## src/rtl/rs485_tx_buffered.sv

```systemverilog
`default_nettype none
// ============================================================================
// Module   : rs485_tx_buffered
// Purpose  : FIFO-buffered 8N1 UART transmitter with RS-485 driver enable,
//            clocked at 16x baud. Optional even parity via TX_PARITY_EN.
// Revision : 1.0 - initial release
// ============================================================================
module rs485_tx_buffered #(
    parameter int FIFO_DEPTH = 16,
    parameter int DE_LEAD    = 16,
    parameter int DE_TAIL    = 16
) (
    input  logic       clk,
    input  logic       rst,
    input  logic [7:0] datain,
    input  logic       wrsig,
    output logic       full,
    output logic       overflow,
    output logic       tx,
    output logic       de,
    output logic       idle
);
    localparam int PW       = $clog2(FIFO_DEPTH);
    localparam int WAIT_MAX = (DE_LEAD > DE_TAIL) ? DE_LEAD : DE_TAIL;
    localparam int WW       = (WAIT_MAX > 1) ? $clog2(WAIT_MAX) : 1;
    localparam logic [PW:0]   CNT_FULL  = (PW+1)'(FIFO_DEPTH);
    localparam logic [WW-1:0] LEAD_LAST = WW'(DE_LEAD - 1);
    localparam logic [WW-1:0] TAIL_LAST = WW'(DE_TAIL - 1);

    typedef enum logic [2:0] {
        S_IDLE   = 3'd0,
        S_LEAD   = 3'd1,
        S_START  = 3'd2,
        S_DATA   = 3'd3,
`ifdef TX_PARITY_EN
        S_PARITY = 3'd4,
`endif
        S_STOP   = 3'd5,
        S_TAIL   = 3'd6
    } state_t;

    logic [7:0]    r_mem [FIFO_DEPTH];
    logic [PW-1:0] r_wr_ptr, r_rd_ptr;
    logic [PW:0]   r_count;
    state_t        r_state, w_state_next;
    logic [3:0]    r_tick;
    logic [2:0]    r_bit, w_bit_next;
    logic [WW-1:0] r_wait, w_wait_next;
    logic [7:0]    r_shift;
`ifdef TX_PARITY_EN
    logic          r_parity;
`endif
    logic          w_push, w_load, w_shift_adv, w_tx_next, w_empty, w_tick_last, w_in_frame;
    logic [PW:0]   w_count_next;

    assign w_push       = wrsig && !full;
    assign w_empty      = (r_count == '0);
    assign w_tick_last  = (r_tick == 4'hF);
    assign w_count_next = r_count + {{PW{1'b0}}, w_push} - {{PW{1'b0}}, w_load};
    assign w_in_frame   = (r_state == S_START) || (r_state == S_DATA) ||
`ifdef TX_PARITY_EN
                          (r_state == S_PARITY) ||
`endif
                          (r_state == S_STOP);

    // The head is claimed as soon as a burst is committed, so the slot frees
    // during the lead time rather than at the first start bit.
    always_comb begin
        w_state_next = r_state;
        w_wait_next  = r_wait;
        w_bit_next   = r_bit;
        w_load       = 1'b0;
        w_shift_adv  = 1'b0;
        w_tx_next    = 1'b1;
        case (r_state)
            S_IDLE: begin
                if (!w_empty) begin
                    w_load       = 1'b1;
                    w_wait_next  = '0;
                    w_state_next = (DE_LEAD == 0) ? S_START : S_LEAD;
                end
            end
            S_LEAD: begin
                if (r_wait == LEAD_LAST) w_state_next = S_START;
                else                     w_wait_next  = r_wait + WW'(1);
            end
            S_START: begin
                w_tx_next = 1'b0;
                if (w_tick_last) begin
                    w_state_next = S_DATA;
                    w_bit_next   = 3'd0;
                end
            end
            S_DATA: begin
                w_tx_next = r_shift[0];
                if (w_tick_last) begin
                    w_shift_adv = 1'b1;
                    if (r_bit == 3'd7) begin
`ifdef TX_PARITY_EN
                        w_state_next = S_PARITY;
`else
                        w_state_next = S_STOP;
`endif
                    end else begin
                        w_bit_next = r_bit + 3'd1;
                    end
                end
            end
`ifdef TX_PARITY_EN
            S_PARITY: begin
                w_tx_next = r_parity;
                if (w_tick_last) w_state_next = S_STOP;
            end
`endif
            S_STOP: begin
                if (w_tick_last) begin
                    w_wait_next = '0;
                    if (!w_empty) begin
                        w_load       = 1'b1;
                        w_state_next = S_START;
                    end else begin
                        w_state_next = (DE_TAIL == 0) ? S_IDLE : S_TAIL;
                    end
                end
            end
            S_TAIL: begin
                if (!w_empty) begin
                    w_load       = 1'b1;
                    w_state_next = S_START;
                end else if (r_wait == TAIL_LAST) begin
                    w_state_next = S_IDLE;
                end else begin
                    w_wait_next = r_wait + WW'(1);
                end
            end
            default: w_state_next = S_IDLE;
        endcase
    end

    always_ff @(posedge clk) begin
        if (w_push) r_mem[r_wr_ptr] <= datain;
    end

    always_ff @(posedge clk) begin
        if (rst) begin
            r_wr_ptr <= '0;
            r_rd_ptr <= '0;
            r_count  <= '0;
            r_state  <= S_IDLE;
            r_tick   <= 4'd0;
            r_bit    <= 3'd0;
            r_wait   <= '0;
            r_shift  <= 8'd0;
`ifdef TX_PARITY_EN
            r_parity <= 1'b0;
`endif
            full     <= 1'b0;
            overflow <= 1'b0;
            tx       <= 1'b1;
            de       <= 1'b0;
            idle     <= 1'b1;
        end else begin
            if (w_push) r_wr_ptr <= r_wr_ptr + PW'(1);
            if (w_load) begin
                r_shift  <= r_mem[r_rd_ptr];
                r_rd_ptr <= r_rd_ptr + PW'(1);
`ifdef TX_PARITY_EN
                r_parity <= ^r_mem[r_rd_ptr];
`endif
            end else if (w_shift_adv) begin
                r_shift <= {1'b0, r_shift[7:1]};
            end
            r_count  <= w_count_next;
            full     <= (w_count_next == CNT_FULL);
            overflow <= wrsig && full;
            r_state  <= w_state_next;
            r_wait   <= w_wait_next;
            r_bit    <= w_bit_next;
            r_tick   <= w_in_frame ? r_tick + 4'd1 : 4'd0;
            tx       <= w_tx_next;
            de       <= (r_state != S_IDLE);
            idle     <= (w_count_next == '0) && (w_state_next == S_IDLE) && (r_state == S_IDLE);
        end
    end
endmodule
`default_nettype wire
```

## config.mk

```make
export PLATFORM = sky130hd
export DESIGN_NAME = rs485_tx_buffered
export DESIGN_NICKNAME = d
export VERILOG_FILES = /design/src/rtl/rs485_tx_buffered.sv
export SDC_FILE = /design/constraint.sdc
export NUM_CORES = 1
export LEC_CHECK = 0
export BUFFER_PORTS_ARGS = -buffer_cell sky130_fd_sc_hd__buf_4
export CAP_MARGIN = 20
export CORE_MARGIN = 2
export CORE_UTILIZATION = 66
export CTS_CLUSTER_DIAMETER = 40
export CTS_CLUSTER_SIZE = 24
export DETAILED_ROUTE_END_ITERATION = 8
export PLACE_DENSITY = 0.81
export SYNTH_ARGS = -nofsm -noshare
export SYNTH_HDL_FRONTEND = slang
export SYNTH_SLANG_ARGS = --single-unit
```

## constraint.sdc

```tcl
create_clock -name clk -period 9.7 [get_ports clk]
set_input_delay 0.485 -clock clk [delete_from_list [all_inputs] [get_ports clk]]
set_output_delay 0.485 -clock clk [all_outputs]
set_load 0.005 [all_outputs]
```

Yosys cells after proc, flatten, opt, wreduce, memory -nomap -nowiden

Memories as Yosys holds them, arrays and structs flattened. A register that Yosys moved wholly into a read port is not among the register bits.
Index checks and enable logic that the tools add are counted.

Reduce and logical (&&, ||, !) cells: 19
Add/subtract/negate cells: 7
Multiplexer cells: 31
Bitwise operators: 1
Eq/ne operators: 15

Operators with widths:

| kind                                                 | count |
|---|---|
| 2-to-1 mux 3 bit                                     | 12 |
| 2-to-1 mux 4 bit                                     | 6 |
| case mux 3 bit (6 select lines)                      | 1 |
| adder 4 x 1 -> 4 bit (second input constant)         | 4 |
| 2-to-1 mux 8 bit                                     | 2 |
| case mux 4 bit (4 select lines)                      | 1 |
| inequality test 2 bit (second input constant)        | 6 |
| logical NOT 5 bit                                    | 2 |
| equality test 3 bit (second input constant)          | 3 |
| equality test 4 bit (second input constant)          | 2 |
| AND reduction 4 bit                                  | 2 |
| equality test 3 x 2 -> 1 bit (second input constant) | 2 |
| logical NOT 3 bit                                    | 2 |
| 2-to-1 mux 1 bit                                     | 6 |
| case mux 3 bit (2 select lines)                      | 1 |
| adder 5 x 1 -> 5 bit                                 | 1 |
| equality test 5 bit (second input constant)          | 1 |
| subtractor 5 x 1 -> 5 bit                            | 1 |
| logical AND 1 bit                                    | 4 |
| case mux 1 bit (2 select lines)                      | 2 |
| nonzero test 2 bit                                   | 2 |
| nonzero test 4 bit                                   | 1 |
| OR reduction 2 bit                                   | 2 |
| adder 3 x 1 -> 3 bit (second input constant)         | 1 |
| 5 further kinds                                      | 6 |

Memory bits (writable): 128
Output and inout port bits: 5
Register bits: 40
Input bits: 11
Memories kept: 1
Logic and storage cells: 87

Memory list:

| name  | depth | width | read ports | clocked after memory_dff | write ports | RTL line | text |
|---|---|---|---|---|---|---|---|
| r_mem | 16    | 8     | 1          | 1                        | 1           | 42       | `logic [7:0] r_mem [FIFO_DEPTH];` |

Logic depth before layout (Yosys ltp)

Depth after elaboration: 8
Mapped depth: 16
Depth with buffers taken out: 16

Worst setup path before layout

No wires, ideal clock.

Path kind: reg2reg
Start point: register r_count[3]
End point: register idle
Data arrival time: 2,960 ps
Slack: 6,624 ps
Stages on the path, launching flop included: 17
Library setup time: 116 ps
Required time: 9,584 ps
Period minus slack after synthesis: 3,076 ps
Buffers on the path: 0
Cell sequence: dfxtp_1 -> inv_1 -> ha_1 -> or4b_4 -> o21ai_0 -> a31o_2 -> inv_2 -> ha_1 -> inv_1 -> ha_1 -> inv_1 -> fa_1 -> nand2b_1 -> a21oi_1 -> xnor2_1 -> and4_1 -> a41o_1

Word-level cells in the longest chain between the ends: 8
Elaborated cells on any way between the ends: 15
Those cells by class: add/sub (2); mux (8); reduce/logical (5)

RTL lines:

| what                             | RTL line     | text |
|---|---|---|
| start, declared                  | 44           | `logic [PW:0] r_count;` |
| start signal, assigned           | 173          | `r_count <= w_count_next;` |
| logical NOT 5 bit                | 57           | `assign w_empty = (r_count == '0);` |
| 2-to-1 mux 1 bit                 | 77, 118, 127 |  |
| 2-to-1 mux 1 bit                 | 116          | `if (w_tick_last) begin` |
| case mux 1 bit (2 select lines)  | 75           | `case (r_state)` |
| subtractor 5 x 1 -> 5 bit        | 59           | `assign w_count_next = r_count + {{PW{1'b0}}, w_push} - {{PW{1'b0}}, w_load};` |
| logical NOT 5 bit                | 182          | `idle <= (w_count_next == '0) && (w_state_next == S_IDLE) && (r_state == S_IDLE);` |
| logical AND 1 bit * (2 in a row) | 182          |  |
| end signal, assigned             | 182          |  |
| end, declared                    | 21           | `output logic idle` |

Every way passes the cells marked *; elsewhere a longest branch is shown, timed or not.
A chain may end at the register's enable or synchronous reset.

Worst setup path in the final report

Start point: register r_count[2]
End point: register idle

Same word-level chain as after synthesis.

==> impl_results.md <==
* Arr. time, crit path at 3950 ps
* Fin crit period at 3520 ps
* Row count at 37
* CTS tree: done
* Pwr dens at 243 mW/mm²
* Top FF cell, synth: edfxtp_1
* Count of pins over their slew limit at 0
* Hold_buf cts at 0
* Fillers at 614
* Sw frac at 0.285
* Critical path endpoint category: flop
* NumNets Final at 503
* CP endpoint: idle$_SDFF_PP1_
* All-Layer GR Usage at 0.267
* Worst setup SP type: flop
* Final Cycle Share at 0.363
* Least-Margin Pin Slew at 882 ps
* Reg2reg end: idle$_SDFF_PP1_
* GRT met2 Usage at 0.456
* FF/Latch Area at 0.00473 mm²
* Initial Util at 0.678
* Async set-reset flop share out of synthesis at 0
* M1 GR Usage at 0.335
* WL per Instance at 22.5 µm
* Syn avg cell area at 15.2 µm²
* Endpoints failing setup at 0
* Share of cells above drive strength 1 at 0.188
* CTS Sinks at 172
* Post-synth top area share at 0.549
* Max Cap Viol at 0
* Die ar. at 0.0115 mm²
* RePlAce Congestion at 0.812
* Met3 usage at 0.0632
* P_int at 1.35 mW
* Reg power frac at 0.473
* Gates resized, CTS repair at 0
* Post-Synth Adder-Cell Area at 0.0297
* Area of the multi-input gates at 0.00212 mm²
* Yosys warnings at 0
* Post-synth design cell area at 0.00700 mm²
* Seq/Total Area, Yosys at 0.675
* First-pass GRT wire length at 21.6 mm
* Placed Area at 0.00722 mm²
* Total congestion overflow at 0
* Final Hold Viols at 0
* Post-Layout Cell Count at 625
* Synthesized flop and latch total at 172
* Antenna violations before repair at 0
* Tot Pwr at 1.88 mW
* Min-delay src: wrsig
* Hold Crit Depth at 3
* Worst R2R Path Depth at 16
* Height of the die at 107 µm
* Worst R2R Setup Slack at 6180 ps
* Die width at 107 µm
* Pleak at 2.61 nW
* Compound-Gate Fraction of Synth Area at 0.0606
* Synth Area in XOR/XNOR at 0.0150
* Clock Latency Late Sink at 540 ps
* Core area at 0.0103 mm²
* Post-DRT Antenna Nets at 0
* IO Port Bufs at 15
* Final HPWL DP at 8.64 mm
* Vias in the first global route at 3,926
* Run status: finished clean
* Util after Layout at 0.749
* Clk pwr share at 0.315
* Mapped Nets at 487
* Worst EP required at 10,130 ps
* Setup TNS at 0 ps
* WS Path Type: reg -> reg
* Post-synthesis mux area share at 0.106
* Inserted Clock Buffers at 17
* DRC viols at 0
* Clock Tree Buf Depth at 2
* Peak VDD IR at 0.000178 V
* Mapped Cells at 460
* Routed wire length at 14.1 mm
* Biggest area consumer among synthesized cells: edfxtp_1
* H-Tree Depth at 4
* Slew HR at 0.404
* Starting DRC count in detailed routing at 425
* Post-route cell area at 0.00774 mm²
* Area Growth Syn to Fin at 10.5%
* Largest family of logic cells by synthesized area: multiplexers
* FF-to-FF Start: r_count[2]$_SDFF_PP0_
* Power share of the combinational group at 0.212
* Antenna Cells at 0
* Unique cell type count in the Yosys netlist at 47
* Highest Clock Rate at 0.284 GHz
* Busiest layer in global routing: met2
* Top area cells in the synthesized netlist: edfxtp_1 (55%), dfxtp_1 (13%), mux4_2 (10%)
* EDFF count, synth at 128
* P_sw at 0.537 mW
* Inst Count DP at 593
* Via count at 3,936
* Via/cell ratio at 6.30
* Critical path's largest stage delay at 510 ps
* Drt pass-1 iters at 5
* Worst Path Max Fanout at 12
* Crit. Startpoint: r_count[2]$_SDFF_PP0_
* Root Driver: clkbuf_8
* RSZ-0062 raised after global routing: false
* Clock transition at the registers of the reported paths at 60 ps
* Largest net degree at the start of global routing at 34
* HP Class: in -> reg
* Simple-gate portion of the synthesized area at 0.0915
* CP max stage cell: or4b_4
* I/O Pins at 16
* Setup bufs post-CTS at 0
* CP Cell Sequence: inv_1 -> ha_1 -> or4b_4 -> o21ai_0 -> a31o_2 -> inv_2 -> ha_1 -> inv_1 -> ha_1 -> inv_1 -> fa_1 -> nand2b_1 -> a21oi_1 -> xnor2_1 -> and4_1 -> a41o_1
* Setup Skew at 10.9 ps
==> power groups by stage <==
stage          combinational (mW)  clock, mW  sequential, mW
2_1_floorplan               0.305          0           0.887
3_3_place_gp                0.378          0           0.899
3_5_place_dp                0.392          0           0.903
4_1_cts                     0.398      0.602           0.889
5_1_grt                     0.434      0.632           0.896
6_report                    0.399      0.594           0.891
==> through the flow <==
| step | hold slack, ps | worst slack (ps) |
|---|---|---|
| 2_1_floorplan | 418 | 6620 |
| 3_3_place_gp | 431 | 6330 |
| 3_5_place_dp | 464 | 6210 |
| 4_1_cts | 170 | 6190 |
| 5_1_grt | 205 | 5960 |
| 6_report | 188 | 6180 |
==> kinds of logic after synthesis <==
logic type,Yosys count
AND/OR/NAND/NOR,128
adder cells (fa/ha/maj),16
AO/OA/AOI/OAI,60
multiplexers,34
XOR/XNOR,12
flip-flops,172
buffers and inverters,38
==> critical path: cells and delay by family, from the launching register on <==
family	cells	cell delay (ps)
fa+ha+maj	4	990
simple gates	3	870
flops	1	320
buf+inv	4	340
xor+xnor	1	110
compound gates	4	810
==> how the worst min path moves through the flow <==
| stage | to | slack (ps) |
|---|---|---|
| after floorplan | r_tick[0]$_SDFF_PP0_ | 420 |
| after global placement | r_tick[0]$_SDFF_PP0_ | 430 |
| after detailed placement | r_tick[0]$_SDFF_PP0_ | 460 |
| after CTS | overflow$_SDFF_PP0_ | 170 |
| after global routing | overflow$_SDFF_PP0_ | 210 |
| final | overflow$_SDFF_PP0_ | 190 |
==> sequential cells by signal, summed over array words and instances, names as in the netlist, named ones only <==
signal    cells
r_mem       128
r_shift       8
r_count       5
r_rd_ptr      4
r_tick        4
r_wait        4
r_wr_ptr      4
r_bit         3
r_state       3
de            1
full          1
idle          1
overflow      1
tx            1
==> per-layer routing <==
layer  wire length (µm)  part of all wire
met5                  0                 0
met4                301             0.021
met3                884             0.063
met2               7370              0.52
met1               5510              0.39
==> synthesized netlist by cell type, drive strengths merged (2+ instances only) <==
cell / instances
and2: 3
and3b: 2
nand3: 8
and3: 8
a311oi: 7
mux4: 32
buf: 10
nand2b: 5
nor2: 45
or2b: 2
a31o: 2
nor2b: 9
or3: 3
a21o: 3
o21ai: 8
mux2i: 2
nand2: 29
edfxtp: 128
clkbuf: 13
ha: 15
dfxtp: 44
xor2: 5
and4: 2
a21oi: 13
a211o: 3
nor3: 7
xnor2: 7
a22oi: 18
inv: 15
==> cell type report <==
cell class,instances,share of cell area
repair buffers,20,0.0191
clock inverters,12,0.0118
inverters,15,0.00728
well taps,136,0.0220
clock buffers,20,0.0550
flip-flops and latches,172,0.611
multi-input cells,250,0.274
==> cells in the final DEF, fill, tap and decap left out, types with 4 or more instances in the layout <==
master and n:
xor2_1 5, nand2b_1 5, ha_1 15, edfxtp_1 128, buf_4 19, and3_1 7, nor2_1 45, nor2b_1 9
mux4_2 32, a22oi_1 18, nand2_1 29, nand3_1 8, nor3_1 7, clkbuf_16 16, a21oi_1 13, a311oi_1 7
o21ai_0 8, xnor2_1 7, dfxtp_1 42, clkinv_4 4, inv_1 14
(Power assumes the default switching activity.)
